**src/rtl/if_id_stage_pkg.sv**
```systemverilog
// Shared definitions for the IF/ID stage: FSM encoding, instruction field
// positions and the sequential PC step.
package if_id_stage_pkg;

  typedef enum logic [1:0] {
    ST_FETCH = 2'd0,
    ST_WAIT  = 2'd1,
    ST_HOLD  = 2'd2,
    ST_DRAIN = 2'd3
  } state_e;

  localparam int OPC_MSB   = 31;
  localparam int OPC_LSB   = 26;
  localparam int RS_MSB    = 25;
  localparam int RS_LSB    = 21;
  localparam int RT_MSB    = 20;
  localparam int RT_LSB    = 16;
  localparam int RD_MSB    = 15;
  localparam int RD_LSB    = 11;
  localparam int SHAMT_MSB = 10;
  localparam int SHAMT_LSB = 6;
  localparam int FUNCT_MSB = 5;
  localparam int FUNCT_LSB = 0;
  localparam int IMM_MSB   = 15;
  localparam int IMM_LSB   = 0;

  localparam int PC_INC = 4;

endpackage

```
**src/rtl/if_id_stage_if.sv**
```systemverilog
// Instruction-memory bus between the fetch stage (master) and memory (slave).
interface if_id_stage_if #(
  parameter int W = 32
) ();
  // imem_req/imem_addr are held until the cycle imem_gnt is high; that cycle
  // is the transfer. imem_rvalid/imem_rdata come at least one cycle later and
  // are taken unconditionally (no back-pressure on the response).
  logic         imem_req;
  logic [W-1:0] imem_addr;
  logic         imem_gnt;
  logic         imem_rvalid;
  logic [W-1:0] imem_rdata;

  modport master (
    output imem_req,
    output imem_addr,
    input  imem_gnt,
    input  imem_rvalid,
    input  imem_rdata
  );

  modport slave (
    input  imem_req,
    input  imem_addr,
    output imem_gnt,
    output imem_rvalid,
    output imem_rdata
  );
endinterface

```
**src/rtl/if_id_stage_instr_field_decode.sv**
```systemverilog
// Purely combinational split of a 32-bit instruction word into its fields.
module instr_field_decode
  import if_id_stage_pkg::*;
(
  input  logic [31:0] instr,
  output logic [5:0]  opcode,
  output logic [4:0]  rs,
  output logic [4:0]  rt,
  output logic [4:0]  rd,
  output logic [4:0]  shamt,
  output logic [5:0]  funct,
  output logic [15:0] imm16
);
  assign opcode = instr[OPC_MSB:OPC_LSB];
  assign rs     = instr[RS_MSB:RS_LSB];
  assign rt     = instr[RT_MSB:RT_LSB];
  assign rd     = instr[RD_MSB:RD_LSB];
  assign shamt  = instr[SHAMT_MSB:SHAMT_LSB];
  assign funct  = instr[FUNCT_MSB:FUNCT_LSB];
  assign imm16  = instr[IMM_MSB:IMM_LSB];
endmodule

```
**src/rtl/if_id_stage.sv**
```systemverilog
// Instruction fetch plus IF/ID register: one outstanding imem request, a
// one-entry skid buffer for responses arriving under stall, redirect flush.
module if_id_stage
  import if_id_stage_pkg::*;
#(
  parameter int           W        = 32,
  parameter logic [W-1:0] RESET_PC = '0
) (
  input  logic          clk,
  input  logic          rst_n,
  if_id_stage_if.master imem,
  input  logic          stall,
  input  logic          redirect,
  input  logic [W-1:0]  redirect_pc,
  output logic          id_valid,
  output logic [W-1:0]  id_pc,
  output logic [W-1:0]  id_pc_plus4,
  output logic [W-1:0]  id_instr,
  output logic [5:0]    id_opcode,
  output logic [4:0]    id_rs,
  output logic [4:0]    id_rt,
  output logic [4:0]    id_rd,
  output logic [4:0]    id_shamt,
  output logic [5:0]    id_funct,
  output logic [15:0]   id_imm16,
  output state_e        dbg_state
);
  localparam logic [W-1:0] PC_STEP = W'(PC_INC);

  state_e       state_q, state_d;
  logic [W-1:0] pc_q, pc_d;
  logic [W-1:0] req_pc_q, req_pc_d;
  logic [W-1:0] skid_pc_q, skid_pc_d;
  logic [W-1:0] skid_instr_q, skid_instr_d;
  logic         id_valid_q, id_valid_d;
  logic [W-1:0] id_pc_q, id_pc_d;
  logic [W-1:0] id_pc_plus4_q, id_pc_plus4_d;
  logic [W-1:0] id_instr_q, id_instr_d;
  logic         load_id;
  logic [W-1:0] load_pc, load_instr;
  logic [W-1:0] redirect_pc_aligned;

  assign redirect_pc_aligned = {redirect_pc[W-1:2], 2'b00};

  always_comb begin
    state_d      = state_q;
    pc_d         = pc_q;
    req_pc_d     = req_pc_q;
    skid_pc_d    = skid_pc_q;
    skid_instr_d = skid_instr_q;
    load_id      = 1'b0;
    load_pc      = req_pc_q;
    load_instr   = imem.imem_rdata;

    unique case (state_q)
      ST_FETCH: if (imem.imem_gnt) begin
        req_pc_d = pc_q;
        pc_d     = pc_q + PC_STEP;
        state_d  = ST_WAIT;
      end
      ST_WAIT: if (imem.imem_rvalid) begin
        if (!stall) begin
          load_id = 1'b1;
          state_d = ST_FETCH;
        end else begin
          skid_pc_d    = req_pc_q;
          skid_instr_d = imem.imem_rdata;
          state_d      = ST_HOLD;
        end
      end
      ST_HOLD: if (!stall) begin
        load_id    = 1'b1;
        load_pc    = skid_pc_q;
        load_instr = skid_instr_q;
        state_d    = ST_FETCH;
      end
      ST_DRAIN: if (imem.imem_rvalid) state_d = ST_FETCH;
      default: state_d = ST_FETCH;
    endcase

    // Redirect wins over everything; a grant taken in the same cycle is still
    // outstanding, so its response has to be drained.
    if (redirect) begin
      load_id = 1'b0;
      pc_d    = redirect_pc_aligned;
      if (state_q == ST_FETCH)     state_d = imem.imem_gnt    ? ST_DRAIN : ST_FETCH;
      else if (state_q == ST_WAIT) state_d = imem.imem_rvalid ? ST_FETCH : ST_DRAIN;
      else if (state_q == ST_HOLD) state_d = ST_FETCH;
    end

    id_valid_d    = id_valid_q;
    id_pc_d       = id_pc_q;
    id_pc_plus4_d = id_pc_plus4_q;
    id_instr_d    = id_instr_q;
    if (load_id) begin
      id_valid_d    = 1'b1;
      id_pc_d       = load_pc;
      id_pc_plus4_d = load_pc + PC_STEP;
      id_instr_d    = load_instr;
    end else if (!stall || redirect) begin
      id_valid_d = 1'b0;
    end
  end

  always_ff @(posedge clk or negedge rst_n) begin
    if (!rst_n) begin
      state_q       <= ST_FETCH;
      pc_q          <= RESET_PC;
      req_pc_q      <= '0;
      skid_pc_q     <= '0;
      skid_instr_q  <= '0;
      id_valid_q    <= 1'b0;
      id_pc_q       <= '0;
      id_pc_plus4_q <= '0;
      id_instr_q    <= '0;
    end else begin
      state_q       <= state_d;
      pc_q          <= pc_d;
      req_pc_q      <= req_pc_d;
      skid_pc_q     <= skid_pc_d;
      skid_instr_q  <= skid_instr_d;
      id_valid_q    <= id_valid_d;
      id_pc_q       <= id_pc_d;
      id_pc_plus4_q <= id_pc_plus4_d;
      id_instr_q    <= id_instr_d;
    end
  end

  assign imem.imem_req  = (state_q == ST_FETCH);
  assign imem.imem_addr = pc_q;
  assign id_valid       = id_valid_q;
  assign id_pc          = id_pc_q;
  assign id_pc_plus4    = id_pc_plus4_q;
  assign id_instr       = id_instr_q;
  assign dbg_state      = state_q;

  instr_field_decode u_decode (
    .instr  (id_instr_q[31:0]),
    .opcode (id_opcode),
    .rs     (id_rs),
    .rt     (id_rt),
    .rd     (id_rd),
    .shamt  (id_shamt),
    .funct  (id_funct),
    .imm16  (id_imm16)
  );
endmodule

```
**src/flat_wrapper.sv**
```systemverilog
// flat-port wrapper written by rule: the top's interface ports become plain ports
module if_id_stage_flat import if_id_stage_pkg::*;
#(
  parameter int           W        = 32,
  parameter logic [W-1:0] RESET_PC = '0
)
  (clk, rst_n, stall, redirect, redirect_pc, id_valid, id_pc, id_pc_plus4, id_instr, id_opcode, id_rs, id_rt, id_rd, id_shamt, id_funct, id_imm16, dbg_state, imem_imem_req, imem_imem_addr, imem_imem_gnt, imem_imem_rvalid, imem_imem_rdata);
  if_id_stage_if #(.W(W)) imem_i ();
  input  logic clk;
  input  logic rst_n;
  input  logic stall;
  input  logic redirect;
  input  logic [W-1:0] redirect_pc;
  output logic id_valid;
  output logic [W-1:0] id_pc;
  output logic [W-1:0] id_pc_plus4;
  output logic [W-1:0] id_instr;
  output logic [5:0] id_opcode;
  output logic [4:0] id_rs;
  output logic [4:0] id_rt;
  output logic [4:0] id_rd;
  output logic [4:0] id_shamt;
  output logic [5:0] id_funct;
  output logic [15:0] id_imm16;
  output state_e dbg_state;
  output wire logic [$bits(imem_i.imem_req)-1:0] imem_imem_req;
  output wire logic [$bits(imem_i.imem_addr)-1:0] imem_imem_addr;
  input wire logic [$bits(imem_i.imem_gnt)-1:0] imem_imem_gnt;
  input wire logic [$bits(imem_i.imem_rvalid)-1:0] imem_imem_rvalid;
  input wire logic [$bits(imem_i.imem_rdata)-1:0] imem_imem_rdata;
  assign imem_imem_req = imem_i.imem_req;
  assign imem_imem_addr = imem_i.imem_addr;
  assign imem_i.imem_gnt = imem_imem_gnt;
  assign imem_i.imem_rvalid = imem_imem_rvalid;
  assign imem_i.imem_rdata = imem_imem_rdata;
  if_id_stage #(.W(W), .RESET_PC(RESET_PC)) u_core (.clk(clk), .rst_n(rst_n), .imem(imem_i), .stall(stall), .redirect(redirect), .redirect_pc(redirect_pc), .id_valid(id_valid), .id_pc(id_pc), .id_pc_plus4(id_pc_plus4), .id_instr(id_instr), .id_opcode(id_opcode), .id_rs(id_rs), .id_rt(id_rt), .id_rd(id_rd), .id_shamt(id_shamt), .id_funct(id_funct), .id_imm16(id_imm16), .dbg_state(dbg_state));
endmodule
```
**config.mk**
```make
export PLATFORM = sky130hd
export DESIGN_NAME = if_id_stage_flat
export DESIGN_NICKNAME = d
export VERILOG_FILES = /design/src/rtl/if_id_stage_pkg.sv /design/src/rtl/if_id_stage_if.sv /design/src/rtl/if_id_stage_instr_field_decode.sv /design/src/rtl/if_id_stage.sv /design/src/flat_wrapper.sv
export SDC_FILE = /design/constraint.sdc
export NUM_CORES = 1
export LEC_CHECK = 0
export BUFFER_PORTS_ARGS = -buffer_cell sky130_fd_sc_hd__buf_2
export CAP_MARGIN = 25
export CELL_PAD_IN_SITES_DETAIL_PLACEMENT = 0
export CELL_PAD_IN_SITES_GLOBAL_PLACEMENT = 1
export CORE_ASPECT_RATIO = 0.6
export CORE_MARGIN = 4
export CORE_UTILIZATION = 42
export CTS_CLUSTER_DIAMETER = 80
export DETAILED_ROUTE_END_ITERATION = 8
export HOLD_SLACK_MARGIN = 0.08
export PLACE_DENSITY = 0.92
export SLEW_MARGIN = 30
export SYNTH_ARGS = -nofsm -noshare
export SYNTH_HDL_FRONTEND = slang
export SYNTH_HIERARCHICAL = 1
export SYNTH_SLANG_ARGS = --single-unit
```
**constraint.sdc**
```tcl
create_clock -name clk -period 6.4 [get_ports clk]
set_input_delay 0 -clock clk [delete_from_list [all_inputs] [get_ports clk]]
set_output_delay 0 -clock clk [all_outputs]
set_load 0.01 [all_outputs]
```
==> impl_metrics.csv <==
group,metric,value,unit
place,post-dp-hpwl,18200,um
grt,antenna_found_initial,0,
cells_and_area,syn2layout_area_growth,23.9,%
floorplanning,placementRows,44,
worst_hold_path,min_path_type,"input pin to asynchronous set/reset pin",
grt,overflow,0,
power_and_ir_drop,leakage,6.36,nW
synth,ys.flop_type,"dfrtp_1",
drt,ant_nets,0,
synth,synthSimpleGateAreaFrac,15.1,%
clocking,ctsResizeCount,0,
clocking,cts_tree,"built",
worst_setup_path,reg2reg_depth,13,
worst_setup_path,critPathCaptureType,"flip-flop",
worst_setup_path,worst_ep_required_time,6820,ps
flow_run,max_cap_viol_count,0,
floorplanning,start_util,43.3,%
worst_setup_path,r2r_start,"u_core/dbg_state[0]",
clocking,cts_sinks,221,
synth,synth-async-reset-ratio,100,%
drt,routedWlPerCell,17.3,um
synth,yosysWarnings,6,
timing,period_share,65.7,%
clocking,post_cts_buffers,0,
power_and_ir_drop,power_density,454,nW/um^2
clocking,cts.clk_slew.worst_paths,60,ps
grt,grtUsageTotal,19.2,%
worst_setup_path,cp_max_fo,44,
synth,seq_area_frac_synth,52.2,%
cells_and_area,nNetsFinal,1342,
timing,period_needed,4200,ps
floorplanning,die_w,213,um
floorplanning,die-area,27900,um^2
timing,rsz0062_at_grt,"no",
synth,synth_area_leader_cell,"dfrtp_1",
clocking,clock_path_buffers,3,
synth,yosysMostFrequentCell,"dfrtp_1",
cells_and_area,fill_cells,2141,
synth,synth_top_family_by_area,"simple AND/OR/NAND/NOR gates",
synth,ys_top_cells_by_count,"dfrtp_1 (221), nand2_1 (208), mux2_2 (95)",
synth,avgSynthCellArea,10.3,um^2
worst_setup_path,crit_path_start_kind,"flip-flop",
synth,synthTopCellsByArea,"dfrtp_1 (52%), mux2_2 (10%), nand2_1 (7.4%)",
status,outcome,"complete, no violations",
synth,synth_top_cell_area_share,52.2,%
synth,synth.distinct_cells,46,
cells_and_area,final_cells,1599,
cells_and_area,antenna_cells,0,
drt,num_vias,8272,
clocking,numCtsBuffers,23,
synth,synth_xor_area_share,4.13,%
timing,clock.fmax,0.238,GHz
drt,routed_via_density,5.17,
drt,drt_iter0_drc,619,
worst_setup_path,r2r_end,"u_core/id_pc_plus4[28]",
place,io_buffers,245,
synth,synth_mux_area_share,14.0,%
worst_setup_path,reg2reg_setup_slack,2200,ps
floorplanning,coreArea,24500,um^2
cells_and_area,drive_above_1_share,30.7,%
place,gp_congestion,0.836,
timing,hold_viol,0,
timing,drv_slew,0,
synth,synthAdderAreaFrac,0.944,%
clocking,cts_hold_buffers,70,
clocking,clock_latency,510,ps
synth,synth_seq_cells,221,
drt,wirelength,27600,um
timing,tns,0,ps
grt,grt_pass1_wl,43000,um
timing,setup-violations-final,0,
cells_and_area,final_util,53.6,%
drt,drt_pass1_iterations,5,
grt,grt_pass1_vias,7907,
synth,synthCells,1025,
worst_setup_path,arrival,4620,ps
clocking,cts_htree_levels,1,
place,dp.cells,1490,
timing,tightest_slew,879,ps
drt,drc,0,
worst_setup_path,path_class,"flip-flop to flip-flop",
power_and_ir_drop,ir_drop,0.000207,V
floorplanning,io_pins,250,
timing,fin_skew,8.87,ps
floorplanning,die_h,131,um
synth,netlist_area,10600,um^2
synth,synth_edf_count,0,
clocking,root_buffer,"clkbuf_16",
synth,synth_compound_area_share,7.39,%
grt,grt_max_degree,110,
timing,max-slew-margin-rel,41.4,%
## layout make-up
type                            count  area (um^2)  area share, %
Sequential cell                   221         5530           42.1
Multi-Input combinational cell    690         4450           33.9
Timing Repair Buffer              325         2030           15.4
Clock buffer                       36          694           5.29
Tap cell                          322          403           3.07
Clock inverter                      2         13.8          0.105
Inverter                            3         11.3         0.0858
## critical path, stage by stage, from the launching register on
cell	delay, ps
dfrtp_1	440
inv_1	140
ha_1	270
nor2b_4	170
buf_4	500
nand2_1	150
nand2_1	90
ha_1	210
nand2_1	70
mux2i_1	470
or3b_2	600
or4_1	590
o21a_1	200
o31ai_1	200
## placed cells by master (no fill, tap or decap), drive strengths merged, types with 3 or more instances in the layout
| master | netlist | layout |
|---|---|---|
| xor2 | 32 | 32 |
| a22oi | 4 | 4 |
| buf | 65 | 255 |
| and3 | 17 | 17 |
| mux2i | 41 | 41 |
| dfrtp | 221 | 221 |
| nand2 | 208 | 208 |
| ha | 8 | 8 |
| mux2 | 95 | 95 |
| nand2b | 4 | 4 |
| and4 | 5 | 5 |
| nor2 | 54 | 54 |
| dlygate4sd3 | 0 | 70 |
| nor4b | 4 | 4 |
| or4 | 3 | 3 |
| nor4 | 6 | 6 |
| nor3 | 5 | 5 |
| nand3 | 20 | 20 |
| inv | 3 | 3 |
| a21oi | 5 | 5 |
| clkbuf | 47 | 36 |
| and2 | 4 | 4 |
| a21o | 6 | 6 |
| o21ai | 77 | 77 |
| a31oi | 36 | 36 |
| nand4 | 11 | 11 |
| or3 | 4 | 4 |
| xnor2 | 18 | 18 |
## worst max path at each step
stage / start / endpoint / slack, ps / depth (start not counted)
finish: u_core/dbg_state[0] / u_core/id_pc_plus4[28] / 2200 / 13
global route: u_core/dbg_state[0] / u_core/id_pc_plus4[28] / 1920 / 13
CTS: u_core/dbg_state[0] / u_core/id_pc_plus4[28] / 2230 / 13
detailed placement: u_core/dbg_state[0] / u_core/id_pc_plus4[28] / 2230 / 13
global placement: u_core/dbg_state[0] / u_core/id_pc_plus4[28] / 2360 / 13
floorplan: u_core/dbg_state[0] / u_core/id_pc_plus4[28] / 1790 / 18
## stage by stage
stage	hold WS [ps]	worst slack (ps)	power, mW	area (um^2)
4_1_cts	147	2230	6.01	13100
3_5_place_dp	95.7	2230	4.66	11700
5_1_grt	197	1920	6.39	13100
6_report	122	2200	5.96	13100
2_1_floorplan	-296	1790	3.93	10600
3_3_place_gp	95.0	2360	4.58	11700
## registers in the layout (all words and copies together) (netlist names)
| signal | flops |
|---|---|
| u_core/id_pc | 32 |
| u_core/skid_pc_q | 32 |
| u_core/id_valid | 1 |
| u_core/req_pc_q | 30 |
| u_core/id_pc_plus4 | 30 |
| u_core/id_instr | 32 |
| u_core/skid_instr_q | 32 |
| u_core/dbg_state | 2 |
| u_core/imem.imem_addr | 30 |
## cells by family (layout without fill, tap and decap cells)
| logic type | after synthesis | after routing |
|---|---|---|
| mux | 136 | 136 |
| flops | 221 | 221 |
| simple gates | 357 | 357 |
| other cells | 1 | 2 |
| compound gates | 137 | 137 |
| fa+ha+maj | 8 | 8 |
| xor+xnor | 50 | 50 |
| buf+inv | 115 | 366 |
## routing by layer
layer	routed length, um	vias to the layer above	GRT usage [%]
li1	-	3937	-
met1	12800	4091	27.8
met2	12800	215	30.2
met5	0	-	0
met4	406	0	3.56
met3	1630	29	4.28
## power by group
part,switching [mW],internal (mW),leakage (nW)
Sequential,0.481,2.00,2.72
Combinational,1.18,1.03,3.29
Clock,0.544,0.739,0.349
No activity file was read; power rests on OpenSTA's default activity.
